===== src/rtl/hazard_scoreboard.sv =====
// Register-dependency scoreboard beside the ID stage: counts in-flight writers per
// register and raises a stall on RAW (no bypass) or load-use (bypass enabled).
module hazard_scoreboard #(
  parameter int CNT_W = 2
) (
  input  logic        clk,
  input  logic        rst,
  input  logic        forward_en,
  input  logic        freeze,
  input  logic        flush,
  input  logic        id_valid,
  input  logic [3:0]  id_src1,
  input  logic [3:0]  id_src2,
  input  logic        id_two_src,
  input  logic        id_wb_en,
  input  logic [3:0]  id_dest,
  input  logic        id_mem_read,
  input  logic        wb_retire,
  input  logic [3:0]  wb_dest,
  output logic        hazard,
  output logic [15:0] pending_mask,
  output logic        err
);

  localparam logic [CNT_W-1:0] CNT_MAX = '1;

  logic [CNT_W-1:0] count     [16];
  logic [CNT_W-1:0] count_nxt [16];
  logic             exe_load_valid;
  logic [3:0]       exe_load_dest;

  logic        retire_now;
  logic        issue;
  logic        inc;
  logic        dec;
  logic        err_set;
  logic [15:0] rel_vec;
  logic [15:0] inc_hit;
  logic [15:0] dec_hit;

  function automatic logic luse(input logic [3:0] src, input logic ld_vld,
                                input logic [3:0] ld_dest);
    return (src != 4'd15) && ld_vld && (ld_dest == src);
  endfunction

  // Stall decision; a same-cycle retire satisfies the reader since the
  // register file writes on the falling edge.
  always_comb begin
    retire_now = wb_retire & ~freeze;
    for (int r = 0; r < 16; r++) begin
      rel_vec[r] = (r != 15) &&
                   (count[r] != ((retire_now && (wb_dest == 4'(r))) ? CNT_W'(1) : CNT_W'(0)));
    end
    hazard = 1'b0;
    if (rst && id_valid) begin
      if (forward_en)
        hazard = luse(id_src1, exe_load_valid, exe_load_dest) ||
                 (id_two_src && luse(id_src2, exe_load_valid, exe_load_dest));
      else
        hazard = rel_vec[id_src1] || (id_two_src && rel_vec[id_src2]);
    end
    issue   = id_valid & ~hazard & ~freeze & ~flush;
    inc     = issue & id_wb_en & (id_dest != 4'd15);
    dec     = retire_now & (wb_dest != 4'd15);
    inc_hit = inc ? (16'd1 << id_dest) : 16'd0;
    dec_hit = dec ? (16'd1 << wb_dest) : 16'd0;
  end

  // Counter next-state with saturation on overflow/underflow.
  always_comb begin
    err_set = 1'b0;
    for (int r = 0; r < 16; r++) begin
      count_nxt[r] = count[r];
      if (inc_hit[r] && !dec_hit[r]) begin
        if (count[r] == CNT_MAX) err_set = 1'b1;
        else                     count_nxt[r] = count[r] + CNT_W'(1);
      end else if (dec_hit[r] && !inc_hit[r]) begin
        if (count[r] == '0) err_set = 1'b1;
        else                count_nxt[r] = count[r] - CNT_W'(1);
      end
    end
  end

  always_ff @(posedge clk or negedge rst) begin
    if (!rst) begin
      for (int r = 0; r < 16; r++) count[r] <= '0;
      exe_load_valid <= 1'b0;
      err            <= 1'b0;
    end else if (!freeze) begin
      for (int r = 0; r < 16; r++) count[r] <= count_nxt[r];
      exe_load_valid <= issue & id_mem_read & id_wb_en & (id_dest != 4'd15);
      err            <= err | err_set;
    end
  end

  // Destination tag is only meaningful alongside exe_load_valid.
  always_ff @(posedge clk) begin
    if (!freeze) exe_load_dest <= id_dest;
  end

  always_comb begin
    for (int r = 0; r < 16; r++) pending_mask[r] = (count[r] != '0);
  end

endmodule


===== config.mk =====
export PLATFORM = sky130hd
export DESIGN_NAME = hazard_scoreboard
export DESIGN_NICKNAME = d
export VERILOG_FILES = /design/src/rtl/hazard_scoreboard.sv
export SDC_FILE = /design/constraint.sdc
export NUM_CORES = 1
export LEC_CHECK = 0
export CAP_MARGIN = 20
export CORE_AREA = 10 10 126 128
export DETAILED_ROUTE_END_ITERATION = 10
export DIE_AREA = 0 0 136 138
export DONT_BUFFER_PORTS = 1
export PLACE_DENSITY = 0.4
export SETUP_SLACK_MARGIN = 0.05
export SLEW_MARGIN = 0
export SYNTH_ARGS = -nofsm -noshare
export SYNTH_HDL_FRONTEND = slang
export SYNTH_SLANG_ARGS = --single-unit

===== constraint.sdc =====
create_clock -name clk -period 5.3 [get_ports clk]
set_input_delay 0.53 -clock clk [delete_from_list [all_inputs] [get_ports clk]]
set_output_delay 0.53 -clock clk [all_outputs]
set_load 0.02 [all_outputs]

Word-level counts from Yosys, hierarchy flattened
Index checks and enable logic that the tools add are counted.
{"block": "word_totals", "regBits": 38, "wordCells": 456}
{"block": "classes", "reduce_logical": 153, "n_addsub": 32, "n_mux": 151, "shifts": 2, "n_eq_ne": 83, "n_bitwise": 14, "n_lt_le_gt_ge": 2}
{"operator": "2-bit 2-to-1 mux", "count": 64}
{"operator": "1-bit 2-to-1 mux", "count": 83}
{"operator": "2-bit != test, second input constant", "count": 32}
{"operator": "4-bit AND reduction", "count": 16}
{"operator": "2-bit nonzero test", "count": 32}
{"operator": "1-bit logical AND", "count": 54}
{"operator": "2-bit by 1-bit adder with 2-bit output, second input constant", "count": 16}
{"operator": "2-bit == test, second input constant", "count": 16}
{"operator": "1-bit logical NOT", "count": 32}
{"operator": "2-bit logical NOT", "count": 16}
{"operator": "16-bit 2-to-1 mux", "count": 2}
{"operator": "1-bit by 4-bit << shifter with 16-bit output, first input constant", "count": 2}
{"operator": "2-bit by 1-bit subtractor with 2-bit output, second input constant", "count": 16}
{"operator": "2-bit by 1-bit != test with 1-bit output", "count": 15}
{"operator": "4-bit == test, second input constant", "count": 7}
{"operator": "4-bit by 3-bit == test with 1-bit output, second input constant", "count": 4}
{"operator": "4-bit != test, second input constant", "count": 4}
{"operator": "1-bit bitwise AND", "count": 10}
{"operator": "4-bit by 5-bit less-than comparator with 1-bit output, second input constant", "count": 2}
{"operator": "1-bit binary-select mux with 4-bit select", "count": 2}
{"operator": "4-bit by 2-bit == test with 1-bit output, second input constant", "count": 2}
{"operator": "4-bit == test", "count": 2}
{"operator": "4-bit by 1-bit == test with 1-bit output, second input constant", "count": 1}
{"operator": "4-bit logical NOT", "count": 1}
{"operator": "3 further kinds", "count": 6}

Logic depth before layout (Yosys ltp)
Gate-level depths: netlist (run 1).
{"block": "logic_depth", "word_depth": 68, "ltp_mapped": 17, "mapped_depth_nobuf": 15}

Least setup slack after synthesis (run 1)
Ideal clock, no wire load.
{"block": "synth_path", "path_kind": "input to register", "start": "in freeze", "end": "reg err", "arrival_ps": 3745, "slack_ps": 1428, "setup_ps": 127, "path_stages": 15, "cell_sequence": "or4b_4 > nor3_2 > nor3_1 > or4_4 > a2bb2oi_4 > o31ai_4 > buf_6 > and4_1 > ha_1 > and3_1 > nor4_1 > nand4_1 > nor4_1 > a21oi_1 > or2_2"}
{"block": "synth_between", "elab_chain_cells": 68}
{"element": "from (decl)", "line_no": "9", "source": "input logic freeze,"}
{"element": "1-bit NOT (no source line)"}
{"element": "1-bit bitwise AND", "line_no": "49", "source": "retire_now = wb_retire & ~freeze;"}
{"element": "1-bit logical AND", "line_no": "52", "source": "(count[r] != ((retire_now && (wb_dest == 4'(r))) ? CNT_W'(1) : CNT_W'(0)));"}
{"element": "1-bit 2-to-1 mux", "line_no": "52"}
{"element": "2-bit by 1-bit != test with 1-bit output", "line_no": "52"}
{"element": "1-bit binary-select mux with 4-bit select", "line_no": "60", "source": "hazard = rel_vec[id_src1] || (id_two_src && rel_vec[id_src2]);"}
{"element": "1-bit 2-to-1 mux (implied by the code)", "line_no": "60"}
{"element": "1-bit logical AND", "line_no": "60"}
{"element": "[52 not listed]"}
{"element": "1-bit 2-to-1 mux", "line_no": "74", "source": "if (inc_hit[r] && !dec_hit[r]) begin"}
{"element": "1-bit 2-to-1 mux", "line_no": "78", "source": "if (count[r] == '0) err_set = 1'b1;"}
{"element": "1-bit 2-to-1 mux", "line_no": "77", "source": "end else if (dec_hit[r] && !inc_hit[r]) begin"}
{"element": "1-bit 2-to-1 mux", "line_no": "74"}
{"element": "1-bit 2-to-1 mux", "line_no": "78"}
{"element": "1-bit 2-to-1 mux", "line_no": "77"}
{"element": "1-bit 2-to-1 mux", "line_no": "74"}
{"element": "1-bit OR", "line_no": "92", "source": "err <= err | err_set;"}
{"element": "to (signal assigned)", "line_no": "92"}
{"element": "to (decl)", "line_no": "22", "source": "output logic err"}
Several ways; a longest one is shown, not always the timed one. The select of a mux whose other input is x is not followed.
A chain may end at the register's enable or synchronous reset.

Final worst setup path (run 1)
{"block": "layout_path", "start": "in wb_dest[3]", "end": "reg err"}
{"block": "layout_between", "elab_chain_cells": 67}
{"element": "from (decl)", "line_no": "19", "source": "input logic [3:0] wb_dest,"}
{"element": "4-bit by 1-bit == test with 1-bit output, or another cell as far along", "line_no": "52"}
{"element": "1-bit logical AND", "line_no": "52"}
{"element": "1-bit 2-to-1 mux", "line_no": "52"}
{"element": "2-bit by 1-bit != test with 1-bit output", "line_no": "52"}
{"element": "1-bit binary-select mux with 4-bit select", "line_no": "60"}
{"element": "1-bit 2-to-1 mux (implied by the code)", "line_no": "60"}
{"element": "1-bit logical AND", "line_no": "60"}
{"element": "1-bit logical OR", "line_no": "60"}
{"element": "[51 not listed]"}
{"element": "1-bit 2-to-1 mux", "line_no": "74"}
{"element": "1-bit 2-to-1 mux", "line_no": "78"}
{"element": "1-bit 2-to-1 mux", "line_no": "77"}
{"element": "1-bit 2-to-1 mux", "line_no": "74"}
{"element": "1-bit 2-to-1 mux", "line_no": "78"}
{"element": "1-bit 2-to-1 mux", "line_no": "77"}
{"element": "1-bit 2-to-1 mux (*)", "line_no": "74"}
{"element": "1-bit OR (*)", "line_no": "92"}
Every way passes the cells marked *; elsewhere a longest branch is shown, timed or not. The select of a mux whose other input is x is not followed.

==> results.sh, run 1 <==
export IMPL_clockRootBuffer="clkbuf_16"
export IMPL_worst_r2r_setup_slack_ns=1.13
export IMPL_clk_pin_slew_ns=0.06
export IMPL_crit_type="input port to flop"
export IMPL_route_detailed_wl_per_inst_um=21.2
export IMPL_cp_max_fo=15
export IMPL_syn2layout_area_growth_pct=8.93
export IMPL_die_w_um=136
export IMPL_ys_seq_area_share_pct=24.6
export IMPL_io_pins=44
export IMPL_cts_sinks=38
export IMPL_crit_path_start_kind="input port"
export IMPL_setup_viol=0
export IMPL_worst_slew_pin_slew_ns=0.654
export IMPL_seq_power_share_pct=41.0
export IMPL_yosysUniqueCellTypes=57
export IMPL_grt_max_degree=41
export IMPL_grt_ovfl_total=0
export IMPL_met1_length_um=6300
export IMPL_ant_nets=0
export IMPL_insertion_delay_ns=0.30
export IMPL_tns_ns=0
export IMPL_p_int_w=0.000596
export IMPL_worstPathArrival_ns=4.60
export IMPL_start_util_pct=29.3
export IMPL_fmax_mhz=226
export IMPL_gr_usage_all_layers_pct=15.2
export IMPL_run_status="complete, no violations"
export IMPL_multi_input_area_um2=2740
export IMPL_drive_above_1_share_pct=8.12
export IMPL_placeableCoreArea_um2=13500
export IMPL_timing_hold_violations_final=0
export IMPL_cts_made_buffers=5
export IMPL_synth_edf_count=4
export IMPL_worst_hold_path_type="input port to async pin"
export IMPL_rows=43
export IMPL_p_sw_w=0.000322
export IMPL_finalCritPeriodShare_pct=83.4
export IMPL_top_layer="met4"
export IMPL_nets=562
export IMPL_seq_area_um2=971
export IMPL_cts_tree="done"
export IMPL_place_area_um2=4140
export IMPL_num_vias=3796
export IMPL_power_frac_clock_pct=34.6
export IMPL_place_port_buffers=0
export IMPL_grt_pass1_vias=3548
export IMPL_ir_drop_mv=0.104
export IMPL_n_antenna_cell=0
export IMPL_hpwl_um=11500
export IMPL_vias_per_cell=5.54
export IMPL_routed_wl_um=14500
export IMPL_die_h_um=138
export IMPL_drtIter0Drc=282
export IMPL_ctsHtreeMaxLevel=2
export IMPL_synth_cells=510
export IMPL_wl_met2_um=6840
export IMPL_critPathCaptureType="flop"
export IMPL_fillers=1450
export IMPL_synth_warnings=0
export IMPL_met3_length_um=1010
export IMPL_required_ns=5.48
export IMPL_rsz0062_at_grt="false"
export IMPL_antenna_found_initial=0
export IMPL_slew_headroom_pct=55.8
export IMPL_cap_viol_max_count=0
export IMPL_report_final_slew_viol_count=0
export IMPL_fin_area_um2=4300
export IMPL_first_pass_iters=5
export IMPL_combPwrFrac_pct=24.4
export IMPL_post_cts_resized=0
export IMPL_synthesis_area_um2=3950
export IMPL_synth_avg_cell_area_um2=7.75
export IMPL_die_area_um2=18800
export IMPL_async_reset_ff_share_pct=89.5
export IMPL_drcViolationCount=0
export IMPL_p_leak_nw=1.64
export IMPL_place_congestion=0.947
export IMPL_ys_ff_latch=38
export IMPL_p_sw_share_pct=35.0
export IMPL_post_route_min_period_ns=4.42
export IMPL_final_cell_mix="nand2_1, inv_1, nor2_1, dfrtp_1, ha_1"
export IMPL_final_common_cell="nand2_1"
export IMPL_skew_ns=0.00740
export IMPL_cts_max_path_buffers=2
export IMPL_power_density_nw_per_um2=213
export IMPL_synth_ff_type="dfrtp_1"
export IMPL_grt_pass1_wl_um=22000
-- through the flow --
| step | util [%] | hold WS [ns] | total power [W] | instances | worst slack (ns) |
|---|---|---|---|---|---|
| floorplan | - | 0.234 | 0.000539 | 512 | 1.43 |
| global route | 31.9 | 0.0725 | 0.000966 | 685 | 0.669 |
| CTS | 31.9 | 0.0845 | 0.000930 | 685 | 0.988 |
| detailed placement | 30.6 | 0.237 | 0.000596 | 676 | 0.685 |
| finish | 31.9 | 0.0613 | 0.000918 | 685 | 0.882 |
| global placement | 30.6 | 0.237 | 0.000596 | 676 | 0.801 |
-- synth_stat cells (2+ instances only) --
master,count,share of area (%)
nor3_1,26,3.3
nor2b_1,3,0.48
nor3b_1,16,3.0
buf_2,3,0.38
and3_1,5,0.79
edfxtp_1,4,3.0
xnor2_1,3,0.67
a21oi_1,31,3.9
o21ai_0,30,3.8
nand2_1,45,4.3
buf_6,2,0.57
nor2_1,34,3.2
a31oi_1,19,3.0
nor4b_1,2,0.44
xor2_1,4,0.89
clkbuf_1,16,1.5
nand4_1,19,3.0
o31ai_1,12,2.3
buf_1,2,0.19
nand4b_1,3,0.67
maj3_1,15,3.8
and4_1,15,3.3
dfrtp_1,34,22
nand3_1,14,1.8
or3_1,6,0.95
or4_1,7,1.3
nor4_1,9,1.4
o211ai_1,5,0.95
ha_1,32,10
nand4bb_1,2,0.57
nand2b_1,10,1.6
o21ai_1,4,0.51
or2_2,16,2.5
inv_1,38,3.6
conb_1,2,0.19
-- power groups by stage --
stage / Clock (W) / Sequential, W / Combinational (W)
floorplan: 0 / 0.000362 / 0.000177
global placement: 0 / 0.000382 / 0.000214
detailed placement: 0 / 0.000379 / 0.000216
CTS: 0.000329 / 0.000375 / 0.000226
global route: 0.000335 / 0.000382 / 0.000249
finish: 0.000318 / 0.000376 / 0.000224
-- worst max-delay path, cell delays in order --
cell and delay [ns]:
and4bb_1 0.50, a21oi_1 0.16, o31ai_1 0.43, a32oi_1 0.21, a2bb2oi_4 0.18, o31ai_4 0.57, buf_4 0.29, buf_4 0.18
and4_1 0.19, ha_1 0.24, nor3b_1 0.09, a31oi_1 0.23, nand4_1 0.13, nor4_1 0.27, a21oi_1 0.10, or2_2 0.28
-- final cells by class --
class	count	share of cell area, %
Sequential cell	38	22.6
Tap cell	180	5.23
Multi-Input combinational cell	412	63.7
Timing Repair Buffer	8	1.69
Clock buffer	7	3.31
Inverter	39	3.40
Clock inverter	1	0.116
-- state kept, by name, summed over array words and instances, names as in the netlist --
| name | cells |
|---|---|
| exe_load_dest | 4 |
| exe_load_valid | 1 |
| err | 1 |
| count | 32 |
-- per-layer routing --
layer | global-route usage (%) | up-vias
li1 | - | 1870
met3 | 3.84 | 20
met2 | 24.6 | 102
met5 | 0 | -
met1 | 18.9 | 1804
met4 | 5.78 | 0
-- kinds of logic (layout without fill, tap and decap cells) --
family                     after synthesis  after routing  synth area share (%)
and+or+nand+nor                        241            241                  35.5
AOI/OAI and AO/OA                      113            113                  17.9
buffers and inverters                   62             55                  6.37
adders and majority gates               47             47                  13.9
DFF                                     38             38                  24.6
xor gates and xnor gates                 7              7                  1.55
other                                    2              4                 0.190
-- path summary, 6_finish.rpt --
path,start,to,cells past startpoint
setup / recovery,wb_dest[3],err$_DFFE_PN0N_,16
hold / removal,rst,exe_load_valid$_DFFE_PN0N_,1
setup reg to reg,count[20]$_DFFE_PN0P_,err$_DFFE_PN0N_,16
hold reg to reg,exe_load_valid$_DFFE_PN0N_,exe_load_valid$_DFFE_PN0N_,1
max in group asynchronous,rst,count[28]$_DFFE_PN0P_,1
min in group clk,id_dest[1],exe_load_dest[1]$_DFFE_PN_,0
-- timing repair --
action / in CTS / in global routing
setup buffers: 0 / 0
hold endpoints to repair: 34 / 0
hold buffers: 1 / 0
Power figures use the tool's default switching activity.
==> run 2, diff against run 1 <==
Settings changed: PLACE_DENSITY 0.4 to 0.42.
Clock period 5.3 ns to 3.8 ns, I/O delays scaled along.
==> run 2 against run 1 <==
Register-to-register slack lost 0.94 ns. Clock-buffer cell count is the same. Cell area grew 21%. Via count grew 11%. Clock skew is essentially flat. Critical endpoint unchanged. Largest cell class unchanged. Largest power group unchanged.
==> results.sh, run 2 (synthesized netlist as in run 1, its figures left out) <==
export IMPL_run_status="complete, no violations"
export IMPL_skew_ns=0.00763
export IMPL_drtIter0Drc=273
export IMPL_fmax_mhz=273
export IMPL_critPathLaunch="wb_dest[3]"
export IMPL_placeableCoreArea_um2=13500
export IMPL_r2r_start="count[16]$_DFFE_PN0P_"
export IMPL_largest_register_ffs=32
export IMPL_ctsHtreeMaxLevel=2
export IMPL_cp_max_fo=8
export IMPL_routed_wl_um=16100
export IMPL_report_final_slew_viol_count=0
export IMPL_grt_pass1_vias=3968
export IMPL_rsz0062_at_grt="true"
export IMPL_insertion_delay_ns=0.29
export IMPL_utilization_pct=38.4
export IMPL_gr_usage_all_layers_pct=16.1
export IMPL_post_route_min_period_ns=3.67
export IMPL_crit_type="input port to flop"
export IMPL_worstPathArrival_ns=3.85
export IMPL_die_w_um=136
export IMPL_clockRootBuffer="clkbuf_16"
export IMPL_worst_slew_pin_slew_ns=0.655
export IMPL_timing_hold_violations_final=0
export IMPL_cap_viol_max_count=0
export IMPL_slew_headroom_pct=56.2
export IMPL_critPathCaptureType="flop"
export IMPL_grt_ovfl_total=0
export IMPL_final_cell_mix="buf_4, nand2_1, inv_1"
export IMPL_rows=43
export IMPL_clk_pin_slew_ns=0.06
export IMPL_required_ns=3.98
export IMPL_worst_r2r_setup_slack_ns=0.19
export IMPL_seq_area_um2=973
export IMPL_hpwl_um=12100
export IMPL_ir_drop_mv=0.122
export IMPL_grt_pass1_wl_um=23400
export IMPL_fillers=1418
export IMPL_drcViolationCount=0
export IMPL_cts_sinks=38
export IMPL_top_register="count"
export IMPL_n_antenna_cell=0
export IMPL_first_pass_iters=4
export IMPL_final_common_cell="buf_4"
export IMPL_vias_per_cell=5.49
export IMPL_nets=642
export IMPL_drive_above_1_share_pct=25.5
export IMPL_place_area_um2=4680
export IMPL_finalCritPeriodShare_pct=96.5
export IMPL_start_util_pct=29.3
export IMPL_cts_tree="done"
export IMPL_io_pins=44
export IMPL_num_vias=4199
export IMPL_antenna_found_initial=0
export IMPL_power_density_nw_per_um2=269
export IMPL_setup_viol=0
export IMPL_multi_input_area_um2=2920
export IMPL_ant_nets=0
export IMPL_cts_made_buffers=5
export IMPL_die_area_um2=18800
export IMPL_grt_max_degree=41
export IMPL_worstHoldStart="id_dest[1]"
export IMPL_fin_area_um2=5190
export IMPL_place_congestion=0.936
export IMPL_tns_ns=0
export IMPL_route_detailed_wl_per_inst_um=21.0
export IMPL_place_port_buffers=0
export IMPL_top_regs="count: 32 flops, exe_load_dest: 4 flops"
export IMPL_syn2layout_area_growth_pct=31.3
export IMPL_die_h_um=138
export IMPL_worst_hold_path_type="input port to flop"
export IMPL_crit_path_start_kind="input port"
export IMPL_p_leak_nw=2.11
export IMPL_cts_max_path_buffers=2
-- run 2: cell count changes in the layout (fill, tap and decap cells not counted), moves of 3 or more --
| cell | previous run | this run |
|---|---|---|
| a31oi_1 | 19 | 15 |
| a31oi_2 | 0 | 3 |
| buf_12 | 1 | 5 |
| buf_4 | 7 | 76 |
| buf_6 | 0 | 4 |
| ha_1 | 32 | 26 |
| ha_2 | 0 | 6 |
| nor3_1 | 25 | 21 |
| nor3_4 | 0 | 3 |
| nor4_1 | 9 | 6 |
-- run 2: path summary, 6_finish.rpt --
check / endpoint / depth (start not counted)
hold reg to reg: exe_load_valid$_DFFE_PN0N_ / 1
max in group asynchronous: count[26]$_DFFE_PN0P_ / 2
hold / removal: exe_load_dest[1]$_DFFE_PN_ / 0
setup / recovery: err$_DFFE_PN0N_ / 17
setup reg to reg: err$_DFFE_PN0N_ / 17
min in group asynchronous: count[30]$_DFFE_PN0P_ / 2
-- run 2: timing repair --
item / CTS / global route
pin swaps: 0 / 24
cloned: 0 / 3
buffers inserted: 0 / 10
gates resized for setup: 1 / 40
endpoints found under the setup margin: 1 / 1
endpoints found under the hold margin: 34 / 0
hold buffers: 2 / 0
-- run 2: area by class of cell --
type	count	area share, %
flip-flops and latches	38	18.8
repair buffers	88	15.0
clock buffers	7	2.75
clock inverters	1	0.0965
well taps	180	4.34
inverters	39	2.82
multi-input cells	412	56.3
-- run 2: worst max-delay path, cell delays in order --
cell and delay [ns]:
or4b_4 0.60, nor3_4 0.16, nor4_2 0.06, or4_4 0.53
a2bb2oi_4 0.16, o31ai_4 0.12, buf_12 0.17, clkbuf_16 0.15
and4_1 0.17, ha_2 0.17, buf_4 0.14, and3_4 0.15
a31oi_4 0.14, nand4_1 0.18, nor4_2 0.25, a21oi_1 0.09
or2_4 0.22
-- run 2: routing by layer --
layer,wire (um),track usage (%)
met1,6770,19.7
met3,932,2.93
met5,0,0
met4,387,5.83
met2,7970,27.3
-- run 2: power breakdown --
group	switching (W)	internal, W
combinational	0.000249	0.000190
clock	0.000184	0.000261
sequential	0.0000503	0.000460
-- run 2: through the flow --
step / power [W] / std cells / setup WS (ns) / hold slack (ns)
2_1_floorplan: 0.000751 / 512 / 0.0777 / 0.0844
3_3_place_gp: 0.000895 / 743 / -0.193 / 0.0866
3_5_place_dp: 0.000896 / 743 / -0.237 / 0.0867
4_1_cts: 0.00137 / 753 / 0.0701 / 0.180
5_1_grt: 0.00147 / 765 / -0.0108 / 0.179
6_report: 0.00139 / 765 / 0.133 / 0.188
==> run 3, diff against run 2 <==
Clock period 3.8 ns to 3 ns, I/O delays scaled along.
==> run 3 against run 2 <==
The run now ends with negative setup slack left. Total power grew 40%. Routed wire length increased by 4.2%. Critical path depth down 1. Clock power rose by 43%. Via count grew 5.8%. Clock skew fell by 0.0015 ns. Sequential power up 25%. Sequential cell count did not move. Clock-buffer cell count unchanged. Worst hold slack got worse by 0.090 ns. Cell count up 6.0%. Non-clock buffer count grew 46.
==> results.sh, run 3 (synthesized netlist as in run 1, its figures left out) <==
export IMPL_vias_per_cell=5.48
export IMPL_cts_max_path_buffers=2
export IMPL_die_area_um2=18800
export IMPL_setup_slack_ns=-0.461
export IMPL_worstHoldStart="id_dest[2]"
export IMPL_finalCritPeriodShare_pct=115
export IMPL_worst_r2r_setup_slack_ns=-0.45
export IMPL_worst_slew_pin_slew_ns=0.550
export IMPL_tns_ns=-0.615
export IMPL_cts_sinks=38
export IMPL_top_regs="count: 32 flops, exe_load_dest: 4 flops"
export IMPL_p_leak_nw=2.37
export IMPL_rows=43
export IMPL_fmax_mhz=289
export IMPL_routed_wl_um=16700
export IMPL_place_port_buffers=0
export IMPL_utilization_pct=42.7
export IMPL_drcViolationCount=0
export IMPL_place_congestion=0.882
export IMPL_hpwl_um=12500
export IMPL_top_register="count"
export IMPL_insertion_delay_ns=0.30
export IMPL_antenna_found_initial=0
export IMPL_gr_usage_all_layers_pct=17.2
export IMPL_post_route_min_period_ns=3.46
export IMPL_n_antenna_cell=0
export IMPL_critPathCaptureType="flop"
export IMPL_drive_above_1_share_pct=37.6
export IMPL_cp_max_fo=8
export IMPL_cts_tree="done"
export IMPL_slew_headroom_pct=63.2
export IMPL_io_pins=44
export IMPL_cap_viol_max_count=0
export IMPL_report_final_slew_viol_count=0
export IMPL_ant_nets=0
export IMPL_grt_max_degree=41
export IMPL_worstPathArrival_ns=3.65
export IMPL_syn2layout_area_growth_pct=45.9
export IMPL_start_util_pct=29.3
export IMPL_clk_pin_slew_ns=0.06
export IMPL_r2r_cells=17
export IMPL_power_density_nw_per_um2=339
export IMPL_grt_pass1_vias=4268
export IMPL_die_w_um=136
export IMPL_final_common_cell="buf_4"
export IMPL_crit_type="input port to flop"
export IMPL_r2r_start="count[6]$_DFFE_PN0P_"
export IMPL_final_cell_mix="buf_4, nand2_1, inv_1"
export IMPL_rsz0062_at_grt="true"
export IMPL_num_vias=4441
export IMPL_reg2reg_to="err$_DFFE_PN0N_"
export IMPL_clockRootBuffer="clkbuf_16"
export IMPL_cts_made_buffers=5
export IMPL_route_detailed_wl_per_inst_um=20.6
export IMPL_hold_depth=0
export IMPL_crit_path_start_kind="input port"
export IMPL_nets=688
export IMPL_grt_ovfl_total=0
export IMPL_ir_drop_mv=0.169
export IMPL_largest_register_ffs=32
export IMPL_grt_pass1_wl_um=25000
export IMPL_worst_hold_path_type="input port to flop"
export IMPL_violations="negative setup slack"
export IMPL_placeableCoreArea_um2=13500
export IMPL_run_status="finished with violations"
export IMPL_die_h_um=138
export IMPL_required_ns=3.19
export IMPL_skew_ns=0.00613
export IMPL_timing_hold_violations_final=0
export IMPL_ctsHtreeMaxLevel=2
export IMPL_first_pass_iters=5
export IMPL_setup_viol=6
export IMPL_drtIter0Drc=350
export IMPL_worstHoldEndpoint="exe_load_dest[2]$_DFFE_PN_"
## run 3: worst max-delay path by stage
stage / start / to / slack, ns
4_1_cts: count[6]$_DFFE_PN0P_ / err$_DFFE_PN0N_ / -0.42
6_report: wb_dest[3] / err$_DFFE_PN0N_ / -0.46
5_1_grt: wb_dest[3] / err$_DFFE_PN0N_ / -0.54
3_5_place_dp: wb_dest[2] / err$_DFFE_PN0N_ / -0.89
3_3_place_gp: wb_dest[2] / err$_DFFE_PN0N_ / -0.97
2_1_floorplan: wb_dest[3] / err$_DFFE_PN0N_ / -0.45
## run 3: repair_timing
item / in CTS / in global routing
gates cloned: 3 / 1
setup endpoints to repair: 9 / 25
hold buffers: 2 / 0
pin swaps: 11 / 20
hold endpoints to repair: 34 / 0
setup buffers: 4 / 8
resized for setup: 42 / 66
## run 3: through the flow
stage	setup slack, ns	hold WS (ns)	area [um2]	std cells	total power [W]
floorplan	-0.453	0.00441	4010	512	0.000956
global placement	-0.967	0.00645	5050	788	0.00124
detailed placement	-0.885	0.00693	5050	788	0.00124
CTS	-0.420	0.0941	5510	805	0.00193
global route	-0.540	0.0920	5760	811	0.00205
finish	-0.461	0.0972	5760	811	0.00195
## run 3: metal layers
layer,GRT usage [%],share of wire [%]
met1,22.6,46
met2,27.5,47
met3,3.26,5.6
met4,5.55,1.9
met5,0,0
## run 3: area by class of cell
| type | instances | area (um2) |
|---|---|---|
| well taps | 180 | 225 |
| clock buffers | 7 | 133 |
| repair buffers | 134 | 1160 |
| clock inverters | 1 | 30.0 |
| multi-input cells | 412 | 3100 |
| fillers | 1364 | 7740 |
| inverters | 39 | 146 |
| flip-flops and latches | 38 | 971 |
## run 3: power breakdown
part	internal [W]	switching [W]	leakage (nW)
logic	0.000322	0.000360	1.88
registers	0.000582	0.0000546	0.415
clock network	0.000394	0.000241	0.0781
## run 3: worst max-delay path: stages
cell       delay (ns)
or4b_4           0.59
nor3_4           0.16
nor4_2           0.05
or4_4            0.53
a2bb2oi_4        0.16
o31ai_4          0.07
buf_6            0.15
buf_12           0.13
and4_1           0.17
ha_1             0.23
and3_4           0.17
a31oi_4          0.20
nand4_1          0.13
nor4_2           0.26
a21oi_1          0.09
or2_4            0.23
